File: src/rtl/trigger_unit.sv
// Threshold/edge trigger on a signed sample stream, with pre- and post-trigger sample counts.
// Optional macro AUTO_TRIG_EN forces a trigger after AUTO_TIMEOUT armed samples and adds trig_auto.
module trigger_unit #(
  parameter int DATA_W       = 12,
  parameter int CNT_W        = 16,
  parameter int AUTO_TIMEOUT = 1024
) (
  input  logic              clk,
  input  logic              rst_n,
  input  logic              arm,
  input  logic              abort,
  input  logic              sample_valid,
  input  logic [DATA_W-1:0] sample_data,
  input  logic [DATA_W-1:0] threshold,
  input  logic [1:0]        mode,
  input  logic [CNT_W-1:0]  pre_count,
  input  logic [CNT_W-1:0]  post_count,
  output logic              busy,
  output logic              capture_en,
  output logic              trigger,
  output logic [CNT_W-1:0]  trig_pos,
  output logic              done
`ifdef AUTO_TRIG_EN
  ,
  output logic              trig_auto
`endif
);

  typedef enum logic [1:0] {S_IDLE, S_PRE, S_ARMED, S_POST} state_e;
  typedef enum logic [1:0] {M_RISE, M_FALL, M_EITHER, M_LEVEL} mode_e;

  localparam logic [CNT_W-1:0] CNT_ONE = CNT_W'(1);

  if (AUTO_TIMEOUT < 1) begin : g_bad_timeout
    $error("AUTO_TIMEOUT must be at least 1");
  end

  state_e                    state;
  mode_e                     mode_q;
  logic signed [DATA_W-1:0]  thr_q;
  logic signed [DATA_W-1:0]  prev_q;
  logic signed [DATA_W-1:0]  cur;
  logic                      prev_ok;
  logic [CNT_W-1:0]          pre_q;
  logic [CNT_W-1:0]          post_q;
  logic [CNT_W-1:0]          idx_q;
  logic [CNT_W-1:0]          idx_inc;
  logic [CNT_W-1:0]          post_cnt;
  logic                      active_q;
  logic                      cur_ge;
  logic                      prev_ge;
  logic                      hit;
  logic                      pre_end;
  logic                      post_last;
  logic                      force_trig;

`ifdef AUTO_TRIG_EN
  localparam int TO_W = $clog2(AUTO_TIMEOUT + 1);
  logic [TO_W-1:0] to_cnt;
`endif

  assign busy       = active_q;
  assign capture_en = active_q;
  assign cur        = sample_data;

  always_comb begin
    cur_ge    = cur >= thr_q;
    prev_ge   = prev_q >= thr_q;
    hit       = 1'b0;
    unique case (mode_q)
      M_RISE:   hit = prev_ok && !prev_ge && cur_ge;
      M_FALL:   hit = prev_ok && prev_ge && !cur_ge;
      M_EITHER: hit = prev_ok && (prev_ge != cur_ge);
      M_LEVEL:  hit = cur_ge;
      default:  hit = 1'b0;
    endcase
    idx_inc   = (&idx_q) ? idx_q : idx_q + CNT_ONE;
    pre_end   = (pre_q == '0) || (sample_valid && (idx_q == pre_q - CNT_ONE));
    post_last = (post_cnt + CNT_ONE) == post_q;
`ifdef AUTO_TRIG_EN
    force_trig = to_cnt == TO_W'(AUTO_TIMEOUT - 1);
`else
    force_trig = 1'b0;
`endif
  end

  always_ff @(posedge clk) begin
    if (!rst_n) begin
      state    <= S_IDLE;
      mode_q   <= M_RISE;
      thr_q    <= '0;
      prev_q   <= '0;
      prev_ok  <= 1'b0;
      pre_q    <= '0;
      post_q   <= '0;
      idx_q    <= '0;
      post_cnt <= '0;
      active_q <= 1'b0;
      trigger  <= 1'b0;
      done     <= 1'b0;
      trig_pos <= '0;
`ifdef AUTO_TRIG_EN
      to_cnt    <= '0;
      trig_auto <= 1'b0;
`endif
    end else begin
      trigger <= 1'b0;
      done    <= 1'b0;
      if (abort) begin
        state    <= S_IDLE;
        active_q <= 1'b0;
      end else begin
        unique case (state)
          S_IDLE: begin
            if (arm) begin
              thr_q    <= threshold;
              mode_q   <= mode_e'(mode);
              pre_q    <= pre_count;
              post_q   <= post_count;
              idx_q    <= '0;
              prev_ok  <= 1'b0;
              active_q <= 1'b1;
              state    <= S_PRE;
`ifdef AUTO_TRIG_EN
              to_cnt    <= '0;
              trig_auto <= 1'b0;
`endif
            end
          end
          S_PRE: begin
            // prev keeps tracking here so the first armed sample can already edge-trigger
            if (sample_valid) begin
              prev_q  <= cur;
              prev_ok <= 1'b1;
              idx_q   <= idx_inc;
            end
            if (pre_end) state <= S_ARMED;
          end
          S_ARMED: begin
            if (sample_valid) begin
              prev_q  <= cur;
              prev_ok <= 1'b1;
              idx_q   <= idx_inc;
`ifdef AUTO_TRIG_EN
              to_cnt  <= to_cnt + TO_W'(1);
`endif
              if (hit || force_trig) begin
                trigger  <= 1'b1;
                trig_pos <= idx_q;
                post_cnt <= '0;
                state    <= S_POST;
`ifdef AUTO_TRIG_EN
                trig_auto <= !hit;
`endif
              end
            end
          end
          S_POST: begin
            if (post_q == '0) begin
              done     <= 1'b1;
              active_q <= 1'b0;
              state    <= S_IDLE;
            end else if (sample_valid) begin
              if (post_last) begin
                done     <= 1'b1;
                active_q <= 1'b0;
                state    <= S_IDLE;
              end else begin
                post_cnt <= post_cnt + CNT_ONE;
              end
            end
          end
          default: begin
            state    <= S_IDLE;
            active_q <= 1'b0;
          end
        endcase
      end
    end
  end

endmodule
File: config.mk
export PLATFORM = sky130hd
export DESIGN_NAME = trigger_unit
export DESIGN_NICKNAME = d
export VERILOG_FILES = /design/src/rtl/trigger_unit.sv
export SDC_FILE = /design/constraint.sdc
export NUM_CORES = 1
export LEC_CHECK = 0
export ABC_AREA = 0
export CAP_MARGIN = 20
export CORE_ASPECT_RATIO = 0.5
export CORE_MARGIN = 2
export CORE_UTILIZATION = 45
export CTS_CLUSTER_SIZE = 24
export DETAILED_ROUTE_END_ITERATION = 12
export GPL_ROUTABILITY_DRIVEN = 0
export GPL_TIMING_DRIVEN = 0
export PLACE_DENSITY = 0.76
export SYNTH_ARGS = -nofsm -noshare
export SYNTH_HDL_FRONTEND = slang
export SYNTH_SLANG_ARGS = --single-unit
File: constraint.sdc
create_clock -name clk -period 7.97 [get_ports clk]
set_input_delay 1.1955 -clock clk [delete_from_list [all_inputs] [get_ports clk]]
set_output_delay 1.1955 -clock clk [all_outputs]
set_load 0.05 [all_outputs]
; ---- After elaboration in Yosys (flattened, before gate mapping)
; Index checks and enable logic that the tools add are counted.
[totals]
regBits = 112
input_bits = 63
[op_classes]
add_sub_neg = 3
n_lt_le_gt_ge = 2
n_eq_ne = 20
mux = 31
bitwise = 5
n_reduce_logical = 29
[ops]
columns = cell, n
row1 = $mux 16, 8
row2 = $pmux 16 s2, 2
row3 = $add 16x1->16 const B, 2
row4 = $eq 16x16->1, 2
row5 = $logic_not 16->1, 2
row6 = $ge 12x12->1, 2
row7 = $ne 2x2->1 const B, 8
row8 = $reduce_and 16->1, 1
row9 = $sub 16x1->16 const B, 1
row10 = $mux 2, 7
row11 = $reduce_and 4->1, 3
row12 = $mux 1, 10
row13 = $eq 2x2->1 const B, 4
row14 = $pmux 2 s4, 1
row15 = $reduce_and 7->1, 1
row16 = $logic_and 1x1->1, 6
row17 = $ne 3x3->1 const B, 2
row18 = $reduce_and 3->1, 2
row19 = $reduce_and 6->1, 1
row20 = $reduce_bool 2->1, 3
row21 = $not 1->1, 5
row22 = $reduce_and 5->1, 1
row23 = $eq 2x1->1 const B, 2
row24 = $logic_not 2->1, 2
row25 = 9 further kinds, 12

; ---- Logic depth before layout (Yosys ltp)
; Gate-level depths: netlist of run 1.
[depth]
word_depth = 8
mapped_depth = 13
ltp_nobuf = 11

; ---- Worst setup path after synthesis of run 1
; Ideal clock, no wire load.
[synth_path]
kind = in2reg
startpoint = in sample_data[1]
endpoint = reg trig_pos[0]
t_arrival_ns = 3.596
t_required_ns = 7.853
slack_ns = 4.257
stages = 12
n_path_buf = 2
path_cell_list = ha_1 > nor2b_1 > o21a_1 > o211ai_1 > a31o_2 > nand4_1 > a2bb2o_1 > o211a_1 > clkbuf_1 > buf_2 > mux2i_1 > nor2b_1
[synth_between]
elab_chain_cells = 5
[synth_rtl]
columns = element, line
row1 = start: declaration, 13  ; input logic [DATA_W-1:0] sample_data,
row2 = $ge 12x12->1 *, 67  ; cur_ge = cur >= thr_q;
row3 = $ne 1x1->1 / $logic_not 1->1 (equally long branches), "73, 72"
row4 = $logic_and 1x1->1 (on tied branches), "73, 72"
row5 = $pmux 1 s4 *, 70  ; unique case (mode_q)
row6 = $reduce_and 4->1 (no source line) *, -
row7 = end signal: assignment, 149  ; trig_pos <= idx_q;
row8 = end: declaration, 21  ; output logic [CNT_W-1:0] trig_pos,
; Every way passes the cells marked *; elsewhere a longest branch is shown, timed or not.
; A chain may end at the register's enable or synchronous reset.

; ---- Worst setup path after layout of run 1
; Same ends and word-level chain as after synthesis.

==> key figures, run 1 <==
STA
  • Peak Freq: 0.230 GHz
  • Clock Skew: 0.0126 ns
  • Max-slew violations: 0
  • Final Cycle Share: 54.5%
  • RSZ-0062 raised after global routing: false
  • Setup violations, final: 0
  • Slew margin rel.: 32.4%
  • WHS: 0.466 ns
  • Worst Max-Slew Pin Slew: 1.01 ns
  • Final Hold Viols: 0
  • Min Tclk post-route: 4.34 ns
  • Setup TNS: 0 ns

Global routing
  • Vias in the first global route: 5523
  • Largest net degree at the start of global routing: 21
  • First-pass GRT wire length: 27.4 mm
  • Antenna violations before repair: 0
  • Total track usage: 22.1%
  • Grt ovf: 0

Layout
  • Nets: 978
  • Fillcell total: 1241
  • Most common cell after layout, fill and taps aside: nand2_1
  • Diode count: 0
  • Post-route non-filler standard cell count: 1081
  • Most frequent cells in the layout: nand2_1, dfxtp_1, clkdlybuf4s50_1, a21boi_0
  • Layout cell share with drive strength beyond 1: 4.27%
  • Area delta synth->final: 21.4%

Place
  • IO buf count: 82
  • Hpwl dp: 12.2 mm
  • Placed Cells incl. Taps: 1065

Worst setup path
  • CP Max Fanout: 10
  • Worst setup SP type: primary input
  • Critical path, cell by cell: clkdlybuf4s50_1 > ha_1 > nor2b_1 > o21a_1 > o211ai_1 > a31o_2 > nand4_1 > a2bb2o_1 > o211a_1 > clkbuf_1 > buf_2 > mux2i_1 > nor2b_1
  • Crit path required time: 8.22 ns
  • Crit path DAT: 4.59 ns
  • Reg2reg start: post_cnt[0]
  • Setup crit start: sample_data[1]
  • Biggest cell delay along the critical path: 0.47 ns
  • CP Capture Type: register
  • Critical-path top delay cell: clkdlybuf4s50_1
  • Most common cell on crit path: nor2b_1
  • CP Class: in -> reg
  • Crit path buf inv count: 3
  • Worst path top cell family by delay: buffers and inverters

Route
  • TritonRoute pass-1 iters: 5
  • WL per Instance: 15.2 microns
  • Remaining antenna violation count: 0
  • # DRC: 0
  • Via Count: 5858
  • Routed vias/inst: 5.42
  • WL final: 16.4 mm
  • Detailed Route Iter0 Violations: 470

Logic synthesis
  • Top cells by area, synth: dfxtp_1, nand2_1, a21boi_0
  • Avg Cell Area, Syn: 8.14 sq um
  • Post-synthesis compound-gate area fraction: 20.0%
  • Primary FF master, synth: dfxtp_1
  • Post-Syn Instances: 791
  • Post-synth EDFFs: 0
  • Seq/Total Area, Yosys: 34.8%
  • Yosys top cell area share: 34.8%
  • Adder-cell share of the synthesized area: 6.02%
  • Syn. warnings: 0
  • Post-synthesis async set-or-reset flop share: 0%
  • Total of flip-flops plus latches after synthesis: 112
  • Mux contribution to synthesized area: 3.42%
  • Xor/xnor cell area share of the yosys netlist: 6.25%
  • Mapped Nets: 885
  • Simple-Gate Fraction of Synth Area: 24.8%
  • Most area-hungry cell type in the Yosys netlist: dfxtp_1
  • Yosys cell types: 65
  • Synthesized cell area: 6440 sq um
  • Largest family of logic cells by synthesized area: simple AND/OR/NAND/NOR gates

Min path
  • Worst hold start: thr_q[2]
  • Hold Path Class: reg -> reg

CTS
  • Post-CTS setup buffers: 0
  • Post-cts resize count: 0
  • TritonCTS Buffers: 9
  • Clk root buf: clkbuf_16
  • H-Tree Depth: 3
  • CTS sink count: 112
  • CTS tree: done
  • Clock Pin Slew Worst Setup and Hold Paths: 0.08 ns
  • Worst-Skew Late Latency: 0.36 ns
  • Clk buf depth: 2
  • Cts-stage hold buffer count: 0

Flow run
  • Max_cap viols: 0

Floorplanning
  • Initial Utilization: 46.8%
  • CORE AREA: 13800 sq um
  • IO Pins: 83
  • Width of the chip: 173 microns
  • Die area: 15300 sq um
  • Floorplan row count: 30
  • Die H: 88.6 microns

Power and ir drop
  • Clk pwr share: 37.8%
  • Sw frac: 27.6%
  • Peak supply drop: 0.0991 mV
  • PwrDens: 162 nW/um^2
  • Internal power: 915 uW
  • Flop pwr share: 46.6%
  • Pleak: 0.00275 uW
  • Combinational Power Share: 15.6%
  • Net load switching power: 349 uW

Run status
  • Outcome: complete, no violations
==> Yosys cell counts (10+ instances only) <==
master / count
nand2_1: 162
dfxtp_1: 112
a21boi_0: 62
clkbuf_1: 32
nor2_1: 32
ha_1: 31
inv_1: 27
xnor2_1: 26
nor2b_1: 25
o21ai_0: 24
mux2i_1: 22
xor2_1: 20
nand3_1: 17
a211oi_1: 15
nand4_1: 14
a21oi_1: 13
buf_2: 12
nor3_1: 12
o32ai_1: 10
==> cells by family after synthesis <==
family	count (synthesis)
and+or+nand+nor	326
AOI/OAI and AO/OA	180
DFF	112
buffers and inverters	74
xor gates and xnor gates	46
adders and majority gates	31
muxes	22
==> state kept, by name (all words and copies together) (netlist names) <==
register	flops
busy	1
done	1
idx_q	16
mode_q	2
post_cnt	16
post_q	16
pre_q	16
prev_ok	1
prev_q	12
state	2
thr_q	12
trig_pos	16
trigger	1
==> routing by layer <==
layer / share of wire [%] / vias to the layer above / track usage [%]
met2: 45 / 159 / 37.5
met4: 1.3 / 0 / 6.16
met3: 5.1 / 19 / 4.12
met5: 0 / - / 0
met1: 49 / 2714 / 29.3
li1: - / 2966 / -
==> power groups by stage <==
| stage | combinational, uW | clock (uW) | sequential, uW |
|---|---|---|---|
| 6_report | 197 | 478 | 589 |
| 5_1_grt | 219 | 508 | 591 |
| 3_5_place_dp | 194 | 0 | 602 |
| 2_1_floorplan | 122 | 0 | 598 |
| 4_1_cts | 195 | 485 | 589 |
| 3_3_place_gp | 188 | 0 | 601 |
==> tightest hold or removal path, stage by stage (launching register included) <==
cell	delay, ns
dfxtp_1	0.31
nand2_1	0.05
a21boi_0	0.06
==> through the flow <==
stage               power [uW]  instance area [sq um]  util (%)  setup slack (ns)
CTS                       1270                   7820      56.7              3.66
detailed placement         796                   7500      54.5              3.29
finish                    1260                   7820      56.7              3.63
global placement           789                   7500      54.5              3.38
global route              1320                   7820      56.7              3.33
floorplan                  720                   6440         -              4.26
==> final timing paths <==
path	depth (start not counted)	end	slack, ns
max	13	trig_pos[0]	3.63
min	2	thr_q[2]	0.47
max reg2reg	12	post_cnt[2]	4.26
min reg2reg	2	thr_q[2]	0.47
==> cell type report <==
cell class	instances	area [sq um]	share of cell area (%)
timing repair buffer	82	821	10.5
clock inverter	7	90.1	1.15
tap	192	240	3.07
inverter	27	101	1.30
sequential	112	2240	28.7
clock buffer	9	225	2.88
buffer	47	196	2.51
multi-input combinational	605	3900	49.9
Note: power is estimated with default switching activity, not from simulation.
==> inputs of run 2 (changes only) <==
--- a/config.mk
+++ b/config.mk
@@ -14,7 +14,7 @@
 export DETAILED_ROUTE_END_ITERATION = 12
 export GPL_ROUTABILITY_DRIVEN = 0
 export GPL_TIMING_DRIVEN = 0
-export PLACE_DENSITY = 0.76
+export PLACE_DENSITY = 0.79
 export SYNTH_ARGS = -nofsm -noshare
 export SYNTH_HDL_FRONTEND = slang
 export SYNTH_SLANG_ARGS = --single-unit
==> constraint.sdc (replaced) <==
create_clock -name clk -period 3.6 [get_ports clk]
set_input_delay 0.54 -clock clk [delete_from_list [all_inputs] [get_ports clk]]
set_output_delay 0.54 -clock clk [all_outputs]
set_load 0.05 [all_outputs]
==> key figures, run 2 (synthesized netlist as in run 1, its figures left out) <==
Layout
  • Fillcell total: 1276 (+2.8%)
  • Most frequent cells in the layout: nand2_1, dfxtp_1, clkdlybuf4s50_1, a21boi_0, nor2_1
  • Diode count: 0 (unchanged)
  • Combined area of the multi-input logic cells: 3920 sq um (+0.48%)
  • Area delta synth->final: 21.7%
  • Nets: 979 (+0.10%)
  • Post-route non-filler standard cell count: 1082 (+0.093%)
  • Most common cell after layout, fill and taps aside: nand2_1
  • Layout cell share with drive strength beyond 1: 5.17% (+0.89 points)
  • Flip-flop and latch area: 2240 sq um (about the same)
  • Util after Layout: 56.9% (+0.15 points)

Global routing
  • Total track usage: 21.6% (-0.49 points)
  • Largest net degree at the start of global routing: 20 (-4.8%)
  • Grt ovf: 0 (unchanged)
  • First-pass GRT wire length: 27.0 mm (-1.3%)
  • Antenna violations before repair: 0 (unchanged)
  • Vias in the first global route: 5667 (+2.6%)

CTS
  • Clock Pin Slew Worst Setup and Hold Paths: 0.08 ns (about the same)
  • CTS sink count: 112 (unchanged)
  • CTS tree: done
  • Clk root buf: clkbuf_16
  • Cts-stage hold buffer count: 0 (unchanged)
  • Worst-Skew Late Latency: 0.36 ns (about the same)
  • Clk buf depth: 2 (unchanged)
  • H-Tree Depth: 3 (unchanged)
  • TritonCTS Buffers: 9 (unchanged)

Route
  • WL final: 16.5 mm (+0.60%)
  • TritonRoute pass-1 iters: 5 (unchanged)
  • Remaining antenna violation count: 0 (unchanged)
  • Routed vias/inst: 5.54 (+2.3%)
  • Detailed Route Iter0 Violations: 470 (unchanged)
  • Via Count: 5998 (+2.4%)
  • WL per Instance: 15.2 microns (+0.50%)
  • # DRC: 0 (unchanged)

Run status
  • Outcome: complete, no violations

Power and ir drop
  • Pleak: 0.00274 uW (-0.44%)
  • Pwr Total: 2780 uW (+120%)
  • PwrDens: 355 nW/um^2 (+120%)
  • Peak supply drop: 0.248 mV (+150%)

STA
  • Peak Freq: 0.294 GHz
  • Clock Skew: 0.0121 ns (-0.000513 ns)
  • Worst Max-Slew Pin Slew: 0.972 ns (-0.0388 ns)
  • Slew margin rel.: 35.0% (+2.6 points)
  • Max-slew violations: 0 (unchanged)
  • Final Cycle Share: 94.4%
  • Final Hold Viols: 0 (unchanged)
  • Setup violations, final: 0 (unchanged)
  • RSZ-0062 raised after global routing: false
  • Min Tclk post-route: 3.40 ns

Place
  • IO buf count: 82 (unchanged)
  • Hpwl dp: 12.4 mm (+1.0%)
  • Placed Cells incl. Taps: 1065 (unchanged)

Min path
  • Hold Path Class: reg -> reg

Floorplanning
  • Die area: 15300 sq um (unchanged)
  • Initial Utilization: 46.8% (unchanged)
  • CORE AREA: 13800 sq um (unchanged)
  • Floorplan row count: 30 (unchanged)
  • Width of the chip: 173 microns (unchanged)
  • Die H: 88.6 microns (unchanged)
  • IO Pins: 83 (unchanged)

Worst setup path
  • CP Max Fanout: 10 (unchanged)
  • Crit path DAT: 3.66 ns (-0.93 ns)
  • CP Class: reg -> reg
  • Worst setup SP type: register
  • Crit path required time: 3.86 ns (-4.36 ns)
  • CP Capture Type: register

Flow run
  • Max_cap viols: 0 (unchanged)
==> run 2: area by class of cell <==
cell class / instances / share of cell area (%)
clock buffers: 9 / 2.87
flip-flops and latches: 112 / 28.6
repair buffers: 84 / 10.7
multi-input cells: 605 / 50.0
well taps: 192 / 3.06
inverters: 27 / 1.29
clock inverters: 7 / 1.02
plain buffers: 46 / 2.46
==> run 2: per-layer routing <==
layer	up-vias	part of all wire [%]	global-route usage (%)
met1	2848	49	28.7
met3	18	4.6	3.82
li1	2963	-	-
met5	-	0	0
met4	0	1.1	6.24
met2	169	46	36.8
==> run 2: worst max-delay path, cell delays in order (launching register included) <==
cell      delay, ns
dfxtp_1        0.44
ha_2           0.29
nand3_2        0.17
or4_1          0.42
buf_2          0.16
xnor2_1        0.14
a311oi_2       0.36
nor4_4         0.10
nor3b_1        0.23
o21ai_0        0.23
nand2b_1       0.28
buf_2          0.23
o32ai_1        0.25
==> run 2: through the flow <==
stage / worst slack [ns] / TNS (ns) / area, sq um / hold slack [ns]
finish: 0.202 / 0 / 7840 / 0.467
global route: 0.0566 / 0 / 7840 / 0.490
CTS: 0.0425 / 0 / 7810 / 0.472
detailed placement: -0.376 / -3.63 / 7500 / 0.460
global placement: -0.297 / -2.80 / 7500 / 0.453
floorplan: 0.543 / 0 / 6440 / 0.443
==> run 2: path summary, 6_finish.rpt <==
check	endpoint	slack, ns	start	cells after the start
worst max-delay path	post_cnt[9]	0.20	post_cnt[1]	12
worst min register to register	thr_q[4]	0.47	thr_q[4]	2
worst min-delay path	thr_q[4]	0.47	thr_q[4]	2
worst max register to register	post_cnt[9]	0.20	post_cnt[1]	12
==> run 2: repair_timing <==
action	in CTS	in global routing
resized for setup	1	5
pin swaps	0	1
setup endpoints to repair	2	14
hold endpoints to repair	0	0
buffers inserted	0	2
==> run 2: where the power goes <==
group	internal [uW]	switching [uW]
combinational	202	235
sequential	1270	34.7
clock	549	492
